===== config.mk =====
export PLATFORM = sky130hd
export DESIGN_NAME = l2_request_arbiter
export DESIGN_NICKNAME = d
export VERILOG_FILES = /design/src/rtl/l2_request_arbiter.sv
export SDC_FILE = /design/constraint.sdc
export NUM_CORES = 1
export LEC_CHECK = 0
export CORE_AREA = 10 10 224 226
export CTS_CLUSTER_DIAMETER = 60
export CTS_CLUSTER_SIZE = 16
export DETAILED_ROUTE_END_ITERATION = 10
export DIE_AREA = 0 0 234 236
export PLACE_DENSITY = 0.62
export SETUP_SLACK_MARGIN = 0.02
export SYNTH_ARGS = -nofsm -noshare
export SYNTH_HDL_FRONTEND = slang
export SYNTH_SLANG_ARGS = --single-unit

===== constraint.sdc =====
create_clock -name clk -period 6 [get_ports clk]
set_input_delay 1.2 -clock clk [delete_from_list [all_inputs] [get_ports clk]]
set_output_delay 1.2 -clock clk [all_outputs]
set_load 0.02 [all_outputs]

===== src/rtl/l2_request_arbiter.sv =====
// rtl/l2_request_arbiter.sv - round-robin arbiter sharing the L2 request port through a 2-entry skid FIFO
package l2_request_pkg;
    typedef enum logic [2:0] {
        L2_LOAD       = 3'd0,
        L2_STORE      = 3'd1,
        L2_STORE_SYNC = 3'd2,
        L2_IFETCH     = 3'd3,
        L2_ATOMIC     = 3'd4
    } l2req_type_e;

    typedef struct packed {
        logic        valid;
        logic [3:0]  id;
        logic [31:0] address;
        logic [63:0] data;
        logic [7:0]  store_mask;
        l2req_type_e packet_type;
        logic [1:0]  cache_type;
        logic [3:0]  core;
    } l2req_packet_t;
endpackage

module l2_request_arbiter
    import l2_request_pkg::*;
#(
    parameter int NUM_CORES = 4
) (
    input  logic                           clk,
    input  logic                           reset,
    input  l2req_packet_t [NUM_CORES-1:0]  core_request,
    output logic [NUM_CORES-1:0]           core_ready,
    output l2req_packet_t                  arb_request,
    input  logic                           l2_pipe_ready
);
    localparam int PTR_W = (NUM_CORES > 1) ? $clog2(NUM_CORES) : 1;

    logic [1:0]           count;
    l2req_packet_t        entry0, entry1;
    logic [PTR_W-1:0]     rr_ptr, rr_next, winner, cand;
    logic [NUM_CORES-1:0] req;
    logic                 found, can_accept, enq, deq;
    l2req_packet_t        grant_pkt;
    int                   idx;

    always_comb begin
        for (int i = 0; i < NUM_CORES; i++) begin
            req[i] = core_request[i].valid;
        end
    end

    // Scan from rr_ptr upward, wrapping, and take the first requester.
    always_comb begin
        found  = 1'b0;
        winner = '0;
        idx    = 0;
        cand   = '0;
        for (int o = 0; o < NUM_CORES; o++) begin
            idx  = (int'(rr_ptr) + o) % NUM_CORES;
            cand = PTR_W'(idx);
            if (!found && req[cand]) begin
                found  = 1'b1;
                winner = cand;
            end
        end
    end

    // Only registered count gates acceptance, keeping l2_pipe_ready off the core_ready path.
    assign can_accept  = (count != 2'd2);
    assign core_ready  = (can_accept && found) ? (NUM_CORES'(1) << winner) : '0;
    assign enq         = |core_ready;
    assign deq         = (count != 2'd0) && l2_pipe_ready;
    assign grant_pkt   = core_request[winner];
    assign arb_request = (count != 2'd0) ? entry0 : '0;
    assign rr_next     = (int'(winner) == NUM_CORES - 1) ? '0 : winner + PTR_W'(1);

    always_ff @(posedge clk) begin
        if (reset) begin
            count  <= 2'd0;
            entry0 <= '0;
            entry1 <= '0;
            rr_ptr <= '0;
        end else begin
            if (enq) begin
                rr_ptr <= rr_next;
            end
            case ({enq, deq})
                2'b10: begin
                    if (count == 2'd0) entry0 <= grant_pkt;
                    else               entry1 <= grant_pkt;
                    count <= count + 2'd1;
                end
                2'b01: begin
                    entry0 <= entry1;
                    entry1 <= '0;
                    count  <= count - 2'd1;
                end
                2'b11: begin
                    if (count == 2'd1) begin
                        entry0 <= grant_pkt;
                    end else begin
                        entry0 <= entry1;
                        entry1 <= grant_pkt;
                    end
                end
                default: ;
            endcase
        end
    end

`ifndef SYNTHESIS
    always @(posedge clk) begin
        if (!reset) begin
            assert ($onehot0(core_ready)) else $error("core_ready not onehot0: %b", core_ready);
            assert (count <= 2'd2) else $error("skid count overflow: %0d", count);
            for (int i = 0; i < NUM_CORES; i++) begin
                if (core_request[i].valid) begin
                    assert (int'(core_request[i].core) == i)
                        else $error("core_request[%0d] carries core %0d", i, core_request[i].core);
                end
            end
        end
    end
`endif
endmodule


==> impl.org, run 1 <==
** Min path
- Worst Hold Path EP :: entry0[69]$_SDFFE_PP0P_
- The worst hold path was traced through 2 stages.
- Hold crit path type :: reg2reg
- The worst hold path begins at entry0[69]$_SDFFE_PP0P_.

** STA
- Across the routed clock network, the largest skew measured is 0.0138 ns.
- At the pin with the least slew margin, the transition time is 1.15 ns.
- Final hold analysis gives a worst-case slack of 0.486 ns.
- Derived from the worst setup path, the maximum achievable clock frequency is 200 MHz.
- The hold violation total from the final report is 0.
- Shortest clock period the worst path allows after layout :: 5.01 ns
- Adding up every negative setup slack in the final design gives 0 ns.
- Unrepaired setup endpoints after global routing :: no
- In this run the tightest slew margin relative to its limit is 23.0%.
- Final setup violation count :: 0
- Post-route clock period utilization :: 83.4%
- Slew Limit Fails :: 0

** Logic synthesis
- Synthesis produced a netlist with a net count of 2419.
- Number of synthesized register bits :: 240
- In this run, synthesis inferred 0 flip-flops with an integrated enable.
- Number of distinct library cells after synthesis :: 37
- Avg Synthesized Cell Area :: 7.81 µm²
- Sequential cells were found to cover 31.8% of the synthesized design area.
- The Yosys step of the flow raised 0 warnings.
- Counting flops with an async set or reset pin after synthesis yields a share of 0%.
- Mapped Cells :: 1932
- In the synthesized netlist the dominant register cell turns out to be dfxtp_1.
- Post-synthesis instance area :: 15100 µm²

** Pwr
- Leakage power of the design :: 8.45 nW
- Power per unit of standard cell area :: 554 nW/µm²
- VDD sags by at most 485 µV.
- Total power :: 0.0123 W

** Detailed routing
- After the first detailed-routing iteration, the DRC count stood at 1571.
- After detailed routing, the number of vias per cell comes to 5.88.
- In the routed design, unresolved DRC markers number 0.
- The routed layout has 17657 vias.
- In this run the remaining antenna-violating nets after routing total 0.
- The first detailed-routing pass took 5 iterations.
- Total Wirelength :: 74900 µm
- In the final routed layout, each cell accounts on average for 24.9 µm.

** Floorplanning
- The floorplan has 79 rows.
- Die Area :: 55200 µm²
- The initial utilization of the core area, before any placement, comes to 32.9%.
- Die outline height :: 236 µm
- 597 I/O pins were placed.
- Chip Width :: 234 µm
- The core region is 45900 µm².

** CTS
- CTS max path bufs :: 3
- Post-CTS repair changed the size of 0 cells.
- Total CTS buffers :: 28
- Clock tree synthesis selected as its root buffer the cell clkbuf_16.
- H-tree lvl count :: 1
- The later pin in the worst-skew pair is clocked with a latency of 0.56 ns.
- Hold repair after CTS inserted 0 buffers.
- Number of buffers inserted to repair setup after CTS :: 0
- TritonCTS built the clock tree.
- Number of sinks driven by the clock tree :: 240
- After clock tree synthesis, the clock-pin slew on the worst setup and hold paths is 0.06 ns.

** GRT
- Maximum number of pins on one net before global-route repair :: 183
- Leftover overflow at the end of global routing :: 0
- The initial antenna violation count came to 16.
- The first global-routing pass estimated 112000 µm of wire.
- Via count of the first global-routing pass :: 17807
- Across every metal layer, demand over resource in global routing totals 25.5%.

** Setup path
- The startpoint identified for the worst register-to-register timing path is rr_ptr[0]$_SDFFE_PP0P_.
- Required time at the worst-slack endpoint :: 6.49 ns
- Max incr delay on CP :: 0.74 ns
- The number of cells on the worst reg-to-reg path is 14.
- The largest individual stage delay along the critical path comes from the cell buf_4.
- STA classifies the critical path startpoint as a primary input.
- Data arrives at the worst endpoint at 5.50 ns.
- The critical path goes through clkdlybuf4s50_1, nand2b_1, a21oi_1, a211oi_4, inv_1, ha_1, nor4_1, nor3_4, buf_4, inv_1, ha_1, a221o_1, nor2b_4, buf_4, a22o_1.
- By startpoint and endpoint, the worst setup path is classified as in2reg.
- The worst setup path is captured at a flop.
- In this run the worst path has a maximum fanout of 71.
- Endpoint of the worst register-to-register path :: entry1[66]$_SDFFE_PP0P_
- Worst reg-to-reg setup slack :: 1.78 ns

** Placement
- Total of buffers placed on input and output ports :: 596
- The wire-length estimate of the detail-placed layout is 49800 µm.
- Post-detailed-placement cell area :: 21200 µm²
- At the end of routability-driven placement, the weighted congestion stood at 0.874.

** Layout
- Cells fill 48.5% of the core in the end.
- Signed area change from the synthesized netlist to the final layout :: 47.4%
- Non-Filler Cell Area, Final :: 22300 µm²
- The top cell types in the final layout, fill and taps aside, are 595 x clkdlybuf4s50_1, 240 x dfxtp_1, 238 x a21oi_1.
- After the last flow step, the layout net total stands at 2852.
- Layout cells sized above 1 :: 5.15%
- The library cell used most frequently in the layout, excluding fill and tap cells, is clkdlybuf4s50_1.

** Flow run
- Max-cap violations in this run came to 0.

** Run status
- Result of the run :: finished, final reports clean
==> synth_stat cells, types with 6 or more instances <==
library cell / count / area [µm²]
and3_1: 118 / 738
a211oi_2: 29 / 363
dfxtp_1: 240 / 4800
inv_1: 8 / 30.0
a22o_1: 116 / 1020
a311o_1: 116 / 1160
buf_6: 11 / 124
a31oi_1: 116 / 726
clkbuf_1: 146 / 548
buf_1: 6 / 22.5
nor2b_1: 120 / 751
ha_1: 12 / 150
buf_4: 11 / 82.6
nand2_1: 235 / 882
and2_1: 6 / 37.5
nor2_1: 125 / 469
a21oi_1: 238 / 1190
buf_2: 44 / 220
a211oi_1: 209 / 1570
==> how the worst max path moves through the flow <==
stage | to | cells after the start | slack (ns) | startpoint
2_1_floorplan | entry0[0]$_SDFFE_PP0P_ | 18 | 1.37 | core_request[235]
3_3_place_gp | entry1[62]$_SDFFE_PP0P_ | 15 | 0.60 | core_request[235]
3_5_place_dp | entry0[97]$_SDFFE_PP0P_ | 15 | 0.48 | core_request[235]
4_1_cts | entry1[56]$_SDFFE_PP0P_ | 15 | 1.05 | core_request[235]
5_1_grt | entry1[66]$_SDFFE_PP0P_ | 15 | 0.75 | core_request[235]
6_report | entry1[66]$_SDFFE_PP0P_ | 15 | 0.99 | core_request[235]
==> flip-flops by register name (all words and copies together) (netlist names) <==
| signal | count |
|---|---|
| count | 2 |
| rr_ptr | 2 |
| entry1 | 118 |
| entry0 | 118 |
==> logic make-up after synthesis <==
logic type / share of synthesized area [%]
adder cells (fa/ha/maj): 0.995
AO/OA/AOI/OAI: 40.4
multiplexers: 0.133
AND/OR/NAND/NOR: 19.7
flip-flops: 31.8
XOR/XNOR: 0.0580
buffers and inverters: 6.91
==> where the power goes <==
part	switching (W)	total (W)	leakage, nW	internal (W)
combinational	0.00495	0.00798	5.99	0.00303
sequential	0.000313	0.00248	1.99	0.00216
clock	0.000799	0.00187	0.476	0.00107
==> critical path, delay by kind of cell <==
kind	cells	cell delay (ns)
fa+ha+maj	2	0.39
compound gates	4	1.12
buf+inv	5	1.74
simple gates	4	0.96
==> metal layers <==
metal / vias to the layer above / track usage [%] / part of all wire, %
met5: - / 0 / 0.083
met4: 10 / 7.27 / 2.1
met1: 8581 / 31.3 / 41
met3: 94 / 6.57 / 8.6
met2: 780 / 42.8 / 48
li1: 8192 / - / -
==> layout make-up <==
type / instances / area (µm²)
inverters: 11 / 48.8
flip-flops and latches: 240 / 4800
clock buffers: 33 / 771
clock inverters: 19 / 233
fillers: 4439 / 23600
multi-input cells: 1463 / 9350
well taps: 607 / 759
repair buffers: 621 / 6260
diodes: 10 / 25.0
==> metrics by stage <==
| stage | worst slack, ns | cells |
|---|---|---|
| final | 0.994 | 3004 |
| after global routing | 0.745 | 3003 |
| after CTS | 1.05 | 2994 |
| after detailed placement | 0.483 | 2942 |
| after global placement | 0.595 | 2942 |
| after floorplan | 1.37 | 1932 |
No activity file was read; power rests on OpenSTA's default activity.
==> run 2, diff against run 1 <==
clock period = 4.7 ns   (was 6 ns; I/O delays follow)
==> run 2 against run 1 <==
  * Global-route usage decreased by 0.16 points
  * Die area unchanged
  * Register-to-register slack lost 0.63 ns
  * Cell area up 1.7%
  * Sequential power increased by 27%
  * Clock power rose by 20%
  * Core utilization up 0.81 points
==> impl.org, run 2 (synthesis gave the netlist of run 1 again) <==
** Detailed routing
- Drt via density :: 5.83
- Via Count :: 17776
- Total Wirelength :: 75000 µm
- Number of nets with antenna violations after routing :: 0
- Post-route DRC :: 0
- Number of optimization iterations in the first detailed-route pass :: 5
- Wirelength per Cell :: 24.6 µm
- Iteration-0 DRC Markers :: 1454

** STA
- Shortest clock period the worst path allows after layout :: 4.10 ns
- In this run the tightest slew margin relative to its limit is 24.0%.
- For the final routed database, the setup TNS stands at 0 ns.
- Setup repair after global routing left no endpoint under its margin.
- For the pin with the worst max-slew slack, the measured transition is 1.14 ns.
- Setup violations remaining at the end of the flow were counted as 0.
- Clock skew on the completed layout was measured at 0.0157 ns.
- Post-route clock period utilization :: 87.2%
- The number of pins exceeding their max-slew limit in the final report was 0.
- For this run, the top clock speed supported by timing is 244 MHz.
- Worst hold margin :: 0.479 ns
- Final number of hold-violating endpoints :: 0

** GRT
- Maximum number of pins on one net before global-route repair :: 160
- The initial antenna violation count was 27.
- Leftover overflow at the end of global routing :: 0
- Across every metal layer, demand over resource in global routing totals 25.3%.
- Via count of the first global-routing pass :: 17840
- The first global-routing pass estimated 111000 µm of wire.

** Pwr
- IR analysis of the VDD net gives a maximum drop of 573 µV.
- Switching part of the total power :: 49.0%
- Summed over all cells, the static leakage comes to 8.65 nW.
- For this design the ratio of total power to cell area is 707 nW/µm².
- Per report_power, the combinational group accounts for 66.2% of the total.
- Net switching component of the power :: 0.00783 W
- The internal portion of the total power is 0.00817 W.
- Sequential share of power :: 19.7%
- The clock network accounts for 14.0% of the total power.

** Placement
- RePlAce Congestion :: 0.872
- Once detailed placement completed, the half-perimeter wirelength came to 51300 µm.
- Total of buffers placed on input and output ports :: 596

** Floorplanning
- The total area inside the core boundary comes to 45900 µm².
- The die is 234 µm wide.
- The die covers 55200 µm².
- In this run the vertical extent of the chip is 236 µm.
- 597 I/O pins were placed.
- Count of standard-cell rows :: 79
- For this configuration, the core starts out at a cell density of 32.9%.

** Setup path
- Type of the worst setup path :: in2out
- Element type at the critical path end :: output port
- Worst reg-to-reg setup slack :: 1.15 ns
- The worst setup path is launched from a primary input.
- Along the worst path, the maximum fanout reaches 5.
- Arrival time of data at the critical path endpoint :: 3.16 ns
- STA puts the critical path data required time at 3.76 ns.

** CTS
- Clock tree root buffer cell :: clkbuf_16
- CTS tree :: yes
- The number of gates resized after CTS was 0.
- Clock-pin slew of the registers on the worst-case setup and hold paths :: 0.06 ns
- Total CTS buffers :: 29
- Cts hold-fix bufs :: 0
- In this run the number of H-tree levels came out at 1.
- CTS max path bufs :: 3
- Clock tree synthesis found a total of 240 sinks.
- Clock latency on the worst-skew pair, taken at its later pin, is 0.56 ns.
- After clock tree synthesis, the setup repair step added 0 buffers.

** Layout
- Compared with the post-synthesis result, the final layout area differs by 49.9%.
- Largest registers :: entry0 x118, entry1 x118
- Number of nets in the final layout :: 2887
- Layout cells sized above 1 :: 6.45%
- The top cell types in the final layout, fill and taps aside, are 595 x clkdlybuf4s50_1, 240 x dfxtp_1, 238 x a21oi_1.
- Most frequent standard cell in the layout excluding fill and tap cells :: clkdlybuf4s50_1

** Run status
- Result of the run :: finished, final reports clean

** Min path
- Hold crit path type :: reg2reg

** Flow run
- The tool flagged a number of max-cap violations equal to 0.
-- run 2: cell types whose count changed in the layout (fill, tap and decap cells not counted), moves of 3 or more --
cell / previous run / this run
buf_12: 9 / 21
buf_4: 17 / 39
bufinv_16: 3 / 0
clkinvlp_4: 5 / 2
diode_2: 10 / 23
inv_6: 3 / 9
-- run 2: metrics by stage --
stage | cell area (µm²) | cells | setup slack (ns) | util (%) | total power [W]
after floorplan | 15100 | 1932 | 0.327 | - | 0.0100
after global placement | 21600 | 2976 | 0.228 | 47.2 | 0.0135
after detailed placement | 21600 | 2976 | 0.123 | 47.2 | 0.0137
after CTS | 22600 | 3027 | 0.576 | 49.2 | 0.0160
after global routing | 22600 | 3044 | 0.407 | 49.3 | 0.0171
final | 22600 | 3050 | 0.601 | 49.3 | 0.0160
-- run 2: layout make-up --
type,count,area (µm²)
diodes,23,57.6
flip-flops and latches,240,4800
repair buffers,655,6670
clock inverters,20,194
fillers,4500,23200
well taps,607,759
inverters,11,48.8
multi-input cells,1463,9350
clock buffers,31,743
-- run 2: power by group through the flow --
stage               registers, W  logic, W  clock network (W)
finish                   0.00316    0.0106            0.00224
floorplan                0.00307   0.00697                  0
detailed placement       0.00318    0.0105                  0
CTS                      0.00315    0.0106            0.00229
global placement         0.00316    0.0103                  0
global route             0.00324    0.0115            0.00236
-- run 2: path summary, 6_finish.rpt --
path | start | endpoint | cells after the start
min | entry1[16]$_SDFFE_PP0P_ | entry1[16]$_SDFFE_PP0P_ | 2
max reg2reg | rr_ptr[0]$_SDFFE_PP0P_ | entry0[83]$_SDFFE_PP0P_ | 15
min reg2reg | entry1[16]$_SDFFE_PP0P_ | entry1[16]$_SDFFE_PP0P_ | 2
max | core_request[471] | core_ready[1] | 7
-- run 2: routing by layer --
| metal | vias up | GRT usage (%) | routed length, µm |
|---|---|---|---|
| li1 | 8280 | - | - |
| met1 | 8592 | 30.4 | 30100 |
| met2 | 776 | 41.5 | 35500 |
| met3 | 118 | 7.78 | 7090 |
| met4 | 10 | 9.31 | 2220 |
| met5 | - | 0 | 61 |
-- run 2: critical path, stage by stage --
cell             delay [ns]
clkdlybuf4s50_1        0.52
inv_1                  0.10
o2bb2ai_1              0.17
a211oi_4               0.34
ha_1                   0.22
and2_1                 0.23
clkdlybuf4s50_1        0.65
==> run 3, diff against run 2 <==
REMOVE_ABC_BUFFERS = 1   (was default)
==> run 3 against run 2 <==
  * Cell area is 0.42% higher
  * Sequential share of layout area fell by 0.089 points
  * Non-clock buffer count is 5 lower
  * Highest routed layer unchanged
  * Critical path type is now in2reg
  * Largest power group unchanged
  * Global-route usage is 1.1 points lower
  * Hold slack got worse by 0.0025 ns
==> impl.org, run 3 (synthesis gave the netlist of run 1 again) <==
** Setup path
- Traced cell by cell, the critical path runs through clkdlybuf4s50_1, nand2b_1, a21oi_1, a211oi_4, buf_4, ha_1, nor4_1, nor3_4, ha_4, nand2b_1, a21boi_4, buf_12, buf_12, a21oi_1, a311o_1, a211oi_1.
- Type of the worst setup path :: in2reg
- Element type at the critical path end :: flop
- Counting both buffers and inverters, the worst setup path holds a total of 4.
- Of all nets on the critical path, the largest fanout is 19.
- Slowest cell on the critical path :: clkdlybuf4s50_1
- STA puts the critical path data arrival time at 4.60 ns.
- Required time at the worst-slack endpoint :: 5.16 ns
- Top delay family on crit path :: compound AO/OA/AOI/OAI gates
- Critical path launch point type :: primary input
- Max incr delay on CP :: 0.54 ns

** Floorplanning
- In this run the count of I/O pins placed on the die edge is 597.
- In this run the core area contains 79 standard-cell rows.
- In this run the horizontal extent of the chip is 234 µm.
- Initial Utilization :: 32.9%
- Die Area :: 55200 µm²
- Floorplan Core Area :: 45900 µm²
- Die outline height :: 236 µm

** STA
- Setup violations remaining at the end of the flow were counted as 0.
- Shortest clock period the worst path allows after layout :: 4.15 ns
- Worst max-slew margin expressed relative to the limit :: 23.7%
- Post-route clock period utilization :: 88.2%
- Final number of hold-violating endpoints :: 0
- After layout, the worst setup slack is 0.555 ns.
- Slew Limit Fails :: 0
- Worst hold margin :: 0.476 ns
- Max Freq :: 241 MHz
- For the pin with the worst max-slew slack, the measured transition is 1.14 ns.
- Setup clock skew after layout :: 0.0189 ns
- Unrepaired setup endpoints after global routing :: no

** Detailed routing
- In the routed layout, each cell is associated on average with a via count of 5.78.
- For this block, the via count after detailed routing is 17571.
- The routed design has 71600 µm of wire.
- Post-route DRC :: 0
- For this block, the initial DRC count from the detailed router was 1228.
- Dividing the detail-routed wire length by the instance count gives 23.6 µm.
- Number of nets with antenna violations after routing :: 0
- Number of optimization iterations in the first detailed-route pass :: 5

** CTS
- Number of gates given a new drive strength after cts :: 0
- Counting every sink on the clock net gives 240.
- Clock-pin slew of the registers on the worst-case setup and hold paths :: 0.07 ns
- The number of clock buffers added by TritonCTS is 29.
- Number of buffers inserted to repair setup after CTS :: 0
- CTS tree :: yes
- Cts hold-fix bufs :: 0
- The longest clock path from root to sink contains 3 buffers.
- Insertion delay of the later-clocked pin in the worst-skew pair :: 0.56 ns
- H-tree lvl count :: 1
- Clock tree root buffer cell :: clkbuf_16

** GRT
- Entering global routing, the biggest net connects 206 pins.
- Global routing used 24.3% of the available tracks across all layers.
- The initial antenna violation count came to 22.
- After global routing the overflow that remains totals 0.
- The first global-routing pass estimated 107000 µm of wire.
- The via count of the first global-routing pass was 17757.

** Pwr
- Maximum vdd drop :: 487 µV
- For this design the ratio of total power to cell area is 710 nW/µm².
- After layout, the design draws a total of 0.0161 W.
- Leakage power of the design :: 8.68 nW

** Placement
- Setup slack after placement :: 0.0769 ns
- RePlAce Congestion :: 0.833
- Detailed Place HPWL :: 49500 µm
- Buffers placed on the I/O ports in this run total 596.

** Layout
- Number of nets in the final layout :: 2882
- Leading cell types in the layout, fill and taps excluded :: 595 x clkdlybuf4s50_1, 240 x dfxtp_1, 238 x a21oi_1
- Fill cell count :: 4530
- The post-route netlist has 6.41% of its cells at a drive strength greater than 1.
- Largest registers :: entry0 x118, entry1 x118
- Signed area change from the synthesized netlist to the final layout :: 50.5%
- Most frequent standard cell in the layout excluding fill and tap cells :: clkdlybuf4s50_1

** Run status
- Result of the run :: finished, final reports clean

** Min path
- Hold crit path type :: reg2reg

** Flow run
- Across the run, the number of max-cap violations was 0.
==> run 3: cell count changes in the layout (fill, tap and decap cells not counted), sizes merged <==
cell / previous run / this run
buf: 60 / 55
bufinv: 0 / 2
clkbuf: 31 / 29
clkinv: 8 / 6
diode: 23 / 16
inv: 21 / 26
==> run 3: per-stage QoR <==
stage,cells,utilization [%],TNS (ns),cell area [µm²]
after floorplan,1714,-,-6105.16,14100
after global placement,2971,47.3,0,21700
after detailed placement,2971,47.3,0,21700
after CTS,3025,49.5,0,22700
after global routing,3041,49.5,0,22700
final,3041,49.5,0,22700
==> run 3: final cells by class <==
class / instances / area (µm²) / share of cell area, %
Antenna cell: 16 / 40.0 / 0.176
Clock buffer: 29 / 726 / 3.19
Clock inverter: 25 / 264 / 1.16
Inverter: 11 / 46.3 / 0.204
Multi-Input combinational cell: 1463 / 9350 / 41.2
Sequential cell: 240 / 4800 / 21.1
Tap cell: 607 / 759 / 3.34
Timing Repair Buffer: 650 / 6730 / 29.6
==> run 3: path summary, 6_finish.rpt <==
check                          startpoint                       to  slack [ns]  cells after the start
hold / removal    entry1[16]$_SDFFE_PP0P_  entry1[16]$_SDFFE_PP0P_        0.48                      2
hold reg to reg   entry1[16]$_SDFFE_PP0P_  entry1[16]$_SDFFE_PP0P_        0.48                      2
setup reg to reg   rr_ptr[0]$_SDFFE_PP0P_  entry0[35]$_SDFFE_PP0P_        1.02                     15
setup / recovery        core_request[353]  entry0[35]$_SDFFE_PP0P_        0.55                     16
==> run 3: power breakdown <==
| group | switching [W] | internal [W] |
|---|---|---|
| sequential | 0.000405 | 0.00276 |
| clock | 0.00106 | 0.00129 |
| combinational | 0.00633 | 0.00429 |
| total | 0.00780 | 0.00834 |
==> run 3: worst min-delay path: stages, from the launching register on <==
cell and delay [ns]:
dfxtp_1 0.32, nand2_1 0.05, a21oi_1 0.05
==> run 3: routing by layer <==
layer / wire length [µm] / track usage [%] / vias to the layer above
met5: 68 / 0 / -
met4: 1620 / 8.00 / 10
met3: 5290 / 5.41 / 95
met2: 35300 / 41.3 / 690
met1: 29300 / 29.5 / 8502
li1: - / - / 8274
